[src/rtl/reg_bank_arbiter_pkg.sv]
// Shared widths, source encodings, write-request struct and slot state for the reg bank arbiter.
// Latency: n/a (types and constants only).
// Backpressure: n/a.
package reg_bank_arbiter_pkg;

    localparam int REG_ADDR_W = 7;
    localparam int REG_DATA_W = 8;
    localparam int CNT_W      = 8;

    localparam logic SRC_A = 1'b0;
    localparam logic SRC_B = 1'b1;

    typedef enum logic {
        SLOT_EMPTY = 1'b0,
        SLOT_FULL  = 1'b1
    } slot_state_e;

    typedef struct packed {
        logic [REG_ADDR_W-1:0] addr;
        logic [REG_DATA_W-1:0] data;
    } wr_req_t;

endpackage

[src/rtl/reg_bank_arbiter_if.sv]
// Write ports A/B, hold, register bank and status bundle; rd_addr/rd_data only with REG_BANK_ARBITER_READBACK_EN.
// Latency: n/a (wiring only).
// Backpressure: a_ready/b_ready driven by the slave side.
interface reg_bank_arbiter_if
    import reg_bank_arbiter_pkg::*;
#(
    parameter int NUM_REGS = 5
);
    logic                           a_valid;
    logic                           a_ready;
    logic [REG_ADDR_W-1:0]          a_addr;
    logic [REG_DATA_W-1:0]          a_data;
    logic                           b_valid;
    logic                           b_ready;
    logic [REG_ADDR_W-1:0]          b_addr;
    logic [REG_DATA_W-1:0]          b_data;
    logic                           hold;
    logic [NUM_REGS*REG_DATA_W-1:0] regs;
    logic                           commit;
    logic                           commit_src;
    logic [CNT_W-1:0]               commit_cnt;
    logic                           err_addr;
    logic                           err_clr;
`ifdef REG_BANK_ARBITER_READBACK_EN
    logic [REG_ADDR_W-1:0]          rd_addr;
    logic [REG_DATA_W-1:0]          rd_data;

    modport master (
        output a_valid, a_addr, a_data, b_valid, b_addr, b_data, hold, err_clr, rd_addr,
        input  a_ready, b_ready, regs, commit, commit_src, commit_cnt, err_addr, rd_data
    );
    modport slave (
        input  a_valid, a_addr, a_data, b_valid, b_addr, b_data, hold, err_clr, rd_addr,
        output a_ready, b_ready, regs, commit, commit_src, commit_cnt, err_addr, rd_data
    );
`else
    modport master (
        output a_valid, a_addr, a_data, b_valid, b_addr, b_data, hold, err_clr,
        input  a_ready, b_ready, regs, commit, commit_src, commit_cnt, err_addr
    );
    modport slave (
        input  a_valid, a_addr, a_data, b_valid, b_addr, b_data, hold, err_clr,
        output a_ready, b_ready, regs, commit, commit_src, commit_cnt, err_addr
    );
`endif
endinterface

[src/rtl/reg_bank_arbiter_wr_slot.sv]
// One-entry write buffer (EMPTY/FULL) holding a single address/data request.
// Latency: request visible on req the cycle after the handshake edge.
// Backpressure: in_ready is high only while EMPTY, straight from the state register.
module wr_slot
    import reg_bank_arbiter_pkg::*;
(
    input  logic    clk,
    input  logic    rst_n,
    input  logic    in_valid,
    input  wr_req_t in_req,
    output logic    in_ready,
    output logic    full,
    output wr_req_t req,
    input  logic    pop
);
    slot_state_e state_q;
    slot_state_e state_d;

    always_ff @(posedge clk or negedge rst_n) begin
        if (!rst_n) begin
            state_q <= SLOT_EMPTY;
        end else begin
            state_q <= state_d;
        end
    end

    always_comb begin
        state_d = state_q;
        case (state_q)
            SLOT_EMPTY: if (in_valid) state_d = SLOT_FULL;
            SLOT_FULL:  if (pop)      state_d = SLOT_EMPTY;
            default:    state_d = SLOT_EMPTY;
        endcase
    end

    always_ff @(posedge clk or negedge rst_n) begin
        if (!rst_n) begin
            req <= '0;
        end else if (in_valid && in_ready) begin
            req <= in_req;
        end
    end

    assign in_ready = (state_q == SLOT_EMPTY);
    assign full     = (state_q == SLOT_FULL);

endmodule

[src/rtl/reg_bank_arbiter.sv]
// Two-port round-robin arbiter into a bank of NUM_REGS 8-bit registers; REG_BANK_ARBITER_READBACK_EN adds a registered read port.
// Latency: handshake at edge N commits at edge N+1 when uncontended; one write per port every 2 cycles at most.
// Backpressure: each port stalls while its one-entry slot is FULL; hold freezes grants but slots still accept.
module reg_bank_arbiter
    import reg_bank_arbiter_pkg::*;
#(
    parameter int NUM_REGS = 5
)(
    input  logic               clk,
    input  logic               rst_n,
    reg_bank_arbiter_if.slave  bus
);
    localparam logic [REG_ADDR_W:0] NUM_REGS_W = (REG_ADDR_W+1)'(NUM_REGS);

    wr_req_t a_req;
    wr_req_t b_req;
    wr_req_t g_req;
    logic    a_full;
    logic    b_full;
    logic    grant_a;
    logic    grant_b;
    logic    grant;
    logic    addr_ok;

    logic [NUM_REGS*REG_DATA_W-1:0] regs_q;
    logic                           commit_q;
    logic                           commit_src_q;
    logic [CNT_W-1:0]               commit_cnt_q;
    logic                           err_addr_q;
    logic                           last_b_q;

    wr_slot u_slot_a (
        .clk      (clk),
        .rst_n    (rst_n),
        .in_valid (bus.a_valid),
        .in_req   ({bus.a_addr, bus.a_data}),
        .in_ready (bus.a_ready),
        .full     (a_full),
        .req      (a_req),
        .pop      (grant_a)
    );

    wr_slot u_slot_b (
        .clk      (clk),
        .rst_n    (rst_n),
        .in_valid (bus.b_valid),
        .in_req   ({bus.b_addr, bus.b_data}),
        .in_ready (bus.b_ready),
        .full     (b_full),
        .req      (b_req),
        .pop      (grant_b)
    );

    // On contention the port that was not granted last wins.
    always_comb begin
        grant_a = 1'b0;
        grant_b = 1'b0;
        if (!bus.hold) begin
            if (a_full && (!b_full || last_b_q)) begin
                grant_a = 1'b1;
            end else if (b_full) begin
                grant_b = 1'b1;
            end
        end
        g_req = grant_b ? b_req : a_req;
    end

    assign grant   = grant_a || grant_b;
    assign addr_ok = ({1'b0, g_req.addr} < NUM_REGS_W);

    always_ff @(posedge clk or negedge rst_n) begin
        if (!rst_n) begin
            regs_q       <= '0;
            commit_q     <= 1'b0;
            commit_src_q <= SRC_A;
            commit_cnt_q <= '0;
            err_addr_q   <= 1'b0;
            last_b_q     <= 1'b1;
        end else begin
            commit_q <= grant && addr_ok;
            if (grant) begin
                last_b_q <= grant_b;
            end
            if (grant && addr_ok) begin
                commit_src_q <= grant_b ? SRC_B : SRC_A;
                commit_cnt_q <= commit_cnt_q + CNT_W'(1);
                for (int i = 0; i < NUM_REGS; i++) begin
                    if (g_req.addr == REG_ADDR_W'(i)) begin
                        regs_q[i*REG_DATA_W +: REG_DATA_W] <= g_req.data;
                    end
                end
            end
            // A fresh bad-address grant outranks a simultaneous clear.
            if (grant && !addr_ok) begin
                err_addr_q <= 1'b1;
            end else if (bus.err_clr) begin
                err_addr_q <= 1'b0;
            end
        end
    end

`ifdef REG_BANK_ARBITER_READBACK_EN
    logic [REG_DATA_W-1:0] rd_data_q;

    always_ff @(posedge clk or negedge rst_n) begin
        if (!rst_n) begin
            rd_data_q <= '0;
        end else begin
            rd_data_q <= '0;
            for (int i = 0; i < NUM_REGS; i++) begin
                if (bus.rd_addr == REG_ADDR_W'(i)) begin
                    rd_data_q <= regs_q[i*REG_DATA_W +: REG_DATA_W];
                end
            end
        end
    end

    assign bus.rd_data = rd_data_q;
`endif

    assign bus.regs       = regs_q;
    assign bus.commit     = commit_q;
    assign bus.commit_src = commit_src_q;
    assign bus.commit_cnt = commit_cnt_q;
    assign bus.err_addr   = err_addr_q;

endmodule

[src/flat_wrapper.sv]
// flat-port wrapper written by rule: the top's interface ports become plain ports
module reg_bank_arbiter_flat import reg_bank_arbiter_pkg::*;
#(
    parameter int NUM_REGS = 5
)
  (clk, rst_n, bus_a_valid, bus_a_addr, bus_a_data, bus_b_valid, bus_b_addr, bus_b_data, bus_hold, bus_err_clr, bus_a_ready, bus_b_ready, bus_regs, bus_commit, bus_commit_src, bus_commit_cnt, bus_err_addr);
  reg_bank_arbiter_if #(.NUM_REGS(NUM_REGS)) bus_i ();
  input  logic clk;
  input  logic rst_n;
  input wire logic [$bits(bus_i.a_valid)-1:0] bus_a_valid;
  input wire logic [$bits(bus_i.a_addr)-1:0] bus_a_addr;
  input wire logic [$bits(bus_i.a_data)-1:0] bus_a_data;
  input wire logic [$bits(bus_i.b_valid)-1:0] bus_b_valid;
  input wire logic [$bits(bus_i.b_addr)-1:0] bus_b_addr;
  input wire logic [$bits(bus_i.b_data)-1:0] bus_b_data;
  input wire logic [$bits(bus_i.hold)-1:0] bus_hold;
  input wire logic [$bits(bus_i.err_clr)-1:0] bus_err_clr;
  output wire logic [$bits(bus_i.a_ready)-1:0] bus_a_ready;
  output wire logic [$bits(bus_i.b_ready)-1:0] bus_b_ready;
  output wire logic [$bits(bus_i.regs)-1:0] bus_regs;
  output wire logic [$bits(bus_i.commit)-1:0] bus_commit;
  output wire logic [$bits(bus_i.commit_src)-1:0] bus_commit_src;
  output wire logic [$bits(bus_i.commit_cnt)-1:0] bus_commit_cnt;
  output wire logic [$bits(bus_i.err_addr)-1:0] bus_err_addr;
  assign bus_i.a_valid = bus_a_valid;
  assign bus_i.a_addr = bus_a_addr;
  assign bus_i.a_data = bus_a_data;
  assign bus_i.b_valid = bus_b_valid;
  assign bus_i.b_addr = bus_b_addr;
  assign bus_i.b_data = bus_b_data;
  assign bus_i.hold = bus_hold;
  assign bus_i.err_clr = bus_err_clr;
  assign bus_a_ready = bus_i.a_ready;
  assign bus_b_ready = bus_i.b_ready;
  assign bus_regs = bus_i.regs;
  assign bus_commit = bus_i.commit;
  assign bus_commit_src = bus_i.commit_src;
  assign bus_commit_cnt = bus_i.commit_cnt;
  assign bus_err_addr = bus_i.err_addr;
  reg_bank_arbiter #(.NUM_REGS(NUM_REGS)) u_core (.clk(clk), .rst_n(rst_n), .bus(bus_i));
endmodule
[config.mk]
export PLATFORM = sky130hd
export DESIGN_NAME = reg_bank_arbiter_flat
export DESIGN_NICKNAME = d
export VERILOG_FILES = /design/src/rtl/reg_bank_arbiter_pkg.sv /design/src/rtl/reg_bank_arbiter_if.sv /design/src/rtl/reg_bank_arbiter_wr_slot.sv /design/src/rtl/reg_bank_arbiter.sv /design/src/flat_wrapper.sv
export SDC_FILE = /design/constraint.sdc
export NUM_CORES = 1
export LEC_CHECK = 0
export ABC_AREA = 1
export CAP_MARGIN = 20
export CORE_UTILIZATION = 50
export CTS_BUF_LIST = sky130_fd_sc_hd__clkbuf_16
export DETAILED_ROUTE_END_ITERATION = 12
export PLACE_DENSITY = 0.79
export SYNTH_ARGS = -nofsm -noshare
export SYNTH_HDL_FRONTEND = slang
export SYNTH_SLANG_ARGS = --single-unit
[constraint.sdc]
create_clock -name clk -period 2.5 [get_ports clk]
set_clock_uncertainty 0.15 [all_clocks]
set_input_delay 0.25 -clock clk [delete_from_list [all_inputs] [get_ports clk]]
set_output_delay 0.25 -clock clk [all_outputs]
set_load 0.1 [all_outputs]
=== Yosys cells after proc, flatten, opt, wreduce, memory -nomap -nowiden ===
Index checks and enable logic that the tools add are counted.

* Register bits after elaboration: 84
* Bits in latches: 0
* RAM bits: 0
* Memory bits (read-only): 0
* Input bits: 36
* Logic and storage cells: 55
* Memories kept: 0

* Add/subtract/negate cells: 1
* $mul: 0
* Div/mod/pow operators: 0
* $lt $le $gt $ge: 1
* Eq/ne operators: 4
* Shift-type cells: 0
* Multiplexer cells: 15
* Bitwise logic cells: 2
* Reduce and logical (&&, ||, !) cells: 16

{| class="wikitable"
|+ Operator list
! operator !! count
|-
| $mux 15 || 1
|-
| $eq 7x2->1 const B || 2
|-
| $mux 1 || 12
|-
| $reduce_and 2->1 || 5
|-
| $add 8x1->8 const B || 1
|-
| $eq 7x1->1 const B || 1
|-
| $eq 7x3->1 const B || 1
|-
| $logic_not 7->1 || 1
|-
| $lt 7x3->1 const B || 1
|-
| $logic_and 1x1->1 || 5
|-
| $pmux 1 s2 || 2
|-
| $logic_not 1->1 || 2
|-
| $logic_or 1x1->1 || 2
|-
| $not 1->1 || 2
|-
| $reduce_bool 2->1 || 1
|}

=== Logic depth before layout (Yosys ltp) ===
* Word-level depth: 10
* Mapped depth: 13
* Gate-level depth less buffers: 12

=== Hierarchy ===
From an unflattened synthesis, not the netlist that was laid out.

* Cells, all modules: 456
* Area total of the unflattened synthesis: 3961.3 um2

{| class="wikitable"
|+ By module, submodules not included
! module !! instances !! cells each !! area each (um2) !! sequential area each (um2)
|-
| reg_bank_arbiter || 1 || 320 || 2647.5 || 1302.5
|-
| wr_slot || 2 || 68 || 656.9 || 400.4
|}

=== Least setup slack after synthesis ===
OpenSTA, ideal clock, no wires.

* Path kind: flip-flop to flip-flop
* From: reg u_core.u_slot_a.state_q (netlist: u_core.u_slot_a.full)
* To: reg u_core.u_slot_a.req[12] (netlist bit)
* Setup time: 125 ps
* Arrival: 1976 ps
* Path slack: 250 ps
* Stages on the path, launching flop included: 5
* Clock period less this slack: 2250 ps
* Path through: dfrtp_1 inv_1 nand2_1 clkbuf_1 mux2_2

* Longest elaborated chain between the ends: 2

{| class="wikitable"
|+ RTL lines
! item !! line !! RTL
|-
| start: declaration || reg_bank_arbiter_wr_slot.sv:16 || <nowiki>slot_state_e state_q;</nowiki>
|-
| start signal: assignment || reg_bank_arbiter_wr_slot.sv:23 || <nowiki>state_q <= state_d;</nowiki>
|-
| $not 1->1 || reg_bank_arbiter_wr_slot.sv:44 || <nowiki>assign in_ready = (state_q == SLOT_EMPTY);</nowiki>
|-
| via bus_a_ready || flat_wrapper.sv:18 || <nowiki>output wire logic [$bits(bus_i.a_ready)-1:0] bus_a_ready;</nowiki>
|-
| $logic_and 1x1->1 || reg_bank_arbiter_wr_slot.sv:39 || <nowiki>end else if (in_valid && in_ready) begin</nowiki>
|-
| end signal: assignment || reg_bank_arbiter_wr_slot.sv:40 || <nowiki>req <= in_req;</nowiki>
|-
| end: declaration || reg_bank_arbiter_wr_slot.sv:13 || <nowiki>output wr_req_t req,</nowiki>
|}

The timed path passes the listed nets, and every way through them passes these cells.
A chain may end at the register's enable or synchronous reset.

=== Worst setup path after layout ===
* From: reg u_core.last_b_q
* To: reg u_core.regs_q[30] (netlist: u_core.bus.regs[30])

* Longest elaborated chain between the ends: 8
* Elaborated cells on any way between the ends: 12
* Classes of those cells: 1 x order compare; 1 x eq/ne; 5 x mux; 5 x reduce/logical

{| class="wikitable"
|+ RTL lines
! item !! line !! RTL
|-
| start: declaration || reg_bank_arbiter.sv:30 || <nowiki>logic last_b_q;</nowiki>
|-
| start signal: assignment || reg_bank_arbiter.sv:82 || <nowiki>last_b_q <= grant_b;</nowiki>
|-
| $logic_or 1x1->1 * || reg_bank_arbiter.sv:59 || <nowiki>if (a_full && (!b_full || last_b_q)) begin</nowiki>
|-
| $logic_and 1x1->1 * || reg_bank_arbiter.sv:59 ||
|-
| $mux 1 || reg_bank_arbiter.sv:59 ||
|-
| $mux 1 || reg_bank_arbiter.sv:58 || <nowiki>if (!bus.hold) begin</nowiki>
|-
| $mux 15 || reg_bank_arbiter.sv:65 || <nowiki>g_req = grant_b ? b_req : a_req;</nowiki>
|-
| $lt 7x3->1 || reg_bank_arbiter.sv:69 || <nowiki>assign addr_ok = ({1'b0, g_req.addr} < NUM_REGS_W);</nowiki>
|-
| $logic_and 1x1->1 || reg_bank_arbiter.sv:84 || <nowiki>if (grant && addr_ok) begin</nowiki>
|-
| $reduce_and 2->1 (no source line) || - ||
|-
| end signal: indexed assignment || reg_bank_arbiter.sv:89 || <nowiki>regs_q[i*REG_DATA_W +: REG_DATA_W] <= g_req.data;</nowiki>
|-
| end: declaration || reg_bank_arbiter.sv:25 || <nowiki>logic [NUM_REGS*REG_DATA_W-1:0] regs_q;</nowiki>
|}

Mark *: on every way between the ends. The rest lies on a longest branch, timed or not.

==> results.ini <==
[status]
status=completed

[cts]
clk_pin_slew_worst_paths_ns=0.06
clock_sinks=84
tritoncts.num_buffers=9
cts_resized=0
insertion_delay_ns=0.33
clockBufferDepth=2
root_buffer=clkbuf_16
cts_hold_buffers=1
htreeDepth=3
postCtsSetupRepairBufs=0
cts_tree=done

[timing]
final_max_slew_viol_count=0
setup_viol_count_final=0
hold_viol_final=0
fin_ws_ns=0.242
rsz0062_at_grt=false
worst_slew_pin_slew_ns=0.743
fin_crit_ns=2.26
period_share_pct=90.3
fin_setup_tns_ns=0
worst_hold_slack_ns=0.275
slew-limit-headroom_pct=50.4
fmax_ghz=0.443

[yosys]
synth.distinct_cells=27
synthSimpleGateAreaFrac_pct=20.3
yosys_register_bits=84
synth_compound_area_share_pct=9.35
synth.avg_cell_area_um2=9.16
synth_fa_ha_area_share_pct=0.319
synth.area.top_cells=dfrtp_1, nand2_1, mux2_2
netlist_area_um2=3920
synth_top_family_by_area=simple AND/OR/NAND/NOR gates
synth.yosys.seq_area_share_pct=53.6
syn_inst=428
synth_top_area_cell=dfrtp_1
synth_mux_area_share_pct=6.32
yosysWarningCount=0
synthXorXnorAreaFrac_pct=1.56
synth_top_area_share_pct=53.0
syn_nets=465

[route]
wire_per_inst_um=13.4
dr_wl_met3_um=417
wl_met2_mm=4.08
top_layer_used=met4
dr.pass1.iters=4
wirelength_mm=8.40
first_iter_violations=111
wl_met1_mm=3.79
ant_nets=0
drcViolationCount=0
routed_via_density=4.87
num_vias=3052

[run]
cap_viol_max_count=0

[cells_and_area]
mostFrequentLayoutCell=nand2_1
nNetsFinal=560
area_growth_pct=30.0
layout-drive-gt1-share_pct=21.8
layout_common_cells=nand2_1, dfrtp_1, inv_1
final_cells=627
antenna_cells=0

[floorplan]
ioPinCount=89
rows=31
die-height_um=90.6
die_w_um=90.6
initial_core_util_pct=52.9
core_um2=7410
dieArea_um2=8200

[setup_path]
worst_ep_arrival_time_ns=2.32
cp_max_fo=22
critPathKind=reg -> reg
setup.worst_path.end_class=register
worstSetupStartpointType=register
cp.required_ns=2.57

[power]
combPwrFrac_pct=41.1
power_frac_seq_pct=35.0
leakagePower_nw=2.46
power.share.clock_pct=23.8
p_sw_mw=2.31
ir_drop_uv=729
p_total_mw=5.45
swShare_pct=42.5
p_int_mw=3.13
pwr_density_cell_nw_per_um2=1070

[global_route]
first_global_vias=3054
grt_pass1_wl_mm=14.2
antenna_found_initial=0
grt_usage_pct=21.9
grt_start_max_net_pins=47
grt_overflow=0

[placement]
dp_hpwl_mm=6.06
gp_congestion=0.851
place_ws_ns=0.0468
placedCellCount=610
io_buffers=88

[min_path]
hold_path.class=in -> async

-- power by group through the flow --
stage	registers, mW	clock network [mW]	logic [mW]
after floorplan	2.50	0	1.07
after global placement	1.92	0	2.19
after detailed placement	1.93	0	2.24
after CTS	1.91	1.32	2.25
after global routing	1.95	1.38	2.41
final	1.91	1.30	2.24
-- state kept, by name, indices dropped and copies added, names as in the netlist --
signal                 flops
u_core.bus.commit_src      1
u_core.bus.commit          1
u_core.last_b_q            1
u_core.bus.err_addr        1
u_core.u_slot_b.full       1
u_core.u_slot_a.full       1
u_core.u_slot_a.req       15
u_core.u_slot_b.req       15
u_core.bus.commit_cnt      8
u_core.bus.regs           40
-- kinds of logic after synthesis --
logic type | Yosys count
AND/OR/NAND/NOR | 179
flip-flops | 84
AO/OA/AOI/OAI | 57
XOR/XNOR | 7
adder cells (fa/ha/maj) | 1
buffers and inverters | 78
multiplexers | 22
-- final cells by class --
type,count,area (µm²)
repair buffers,96,846
flip-flops and latches,84,2100
clock buffers,9,225
clock inverters,7,68.8
well taps,99,124
multi-input cells,266,1480
inverters,66,248
fillers,601,2310
-- worst max-delay path: stages (launching register included) --
cell and delay, ns:
dfstp_2 0.52, inv_1 0.04, nand2_1 0.06, nand2_2 0.06
nand2_2 0.15, nand2_1 0.08, nand2_1 0.13, nand2_1 0.07
inv_1 0.13, nand3_4 0.24, buf_12 0.24, o21bai_1 0.18
nand2_1 0.08
-- worst paths after layout --
kind	from	end	slack (ns)	cells past startpoint
max	u_core.last_b_q$_DFFE_PN1P_	u_core.bus.regs[30]$_DFFE_PN0P_	0.24	12
min	rst_n	u_core.u_slot_b.req[3]$_DFFE_PN0P_	0.28	2
max reg2reg	u_core.last_b_q$_DFFE_PN1P_	u_core.bus.regs[30]$_DFFE_PN0P_	0.24	12
min reg2reg	u_core.bus.regs[34]$_DFFE_PN0P_	u_core.bus.regs[34]$_DFFE_PN0P_	0.34	2
max in group asynchronous	rst_n	u_core.bus.regs[13]$_DFFE_PN0P_	1.31	3
min in group clk	bus_err_clr	u_core.bus.err_addr$_DFFE_PN0P_	0.33	2
-- routing by layer --
layer / GRT usage (%) / vias up
li1: - / 1518
met1: 28.8 / 1448
met2: 35.5 / 74
met3: 5.22 / 12
met4: 7.80 / 0
met5: 0 / -
-- cell usage after synthesis, drive strengths merged --
master / n
mux2: 22
inv: 66
buf: 8
clkbuf: 4
nand3: 16
o21bai: 32
dfrtp: 83
and2: 8
ha: 1
xor2: 4
nand2: 130
nor3: 4
dfstp: 1
nor2: 19
a21oi: 8
nand3b: 2
o22ai: 1
xnor2: 3
o21ai: 16
-- per-stage QoR --
step / area (µm²) / utilization (%)
after global placement: 4790 / 64.7
after floorplan: 3920 / -
after CTS: 5100 / 68.8
after detailed placement: 4790 / 64.7
after global routing: 5100 / 68.8
final: 5100 / 68.8
Note: power is estimated with default switching activity, not from simulation.
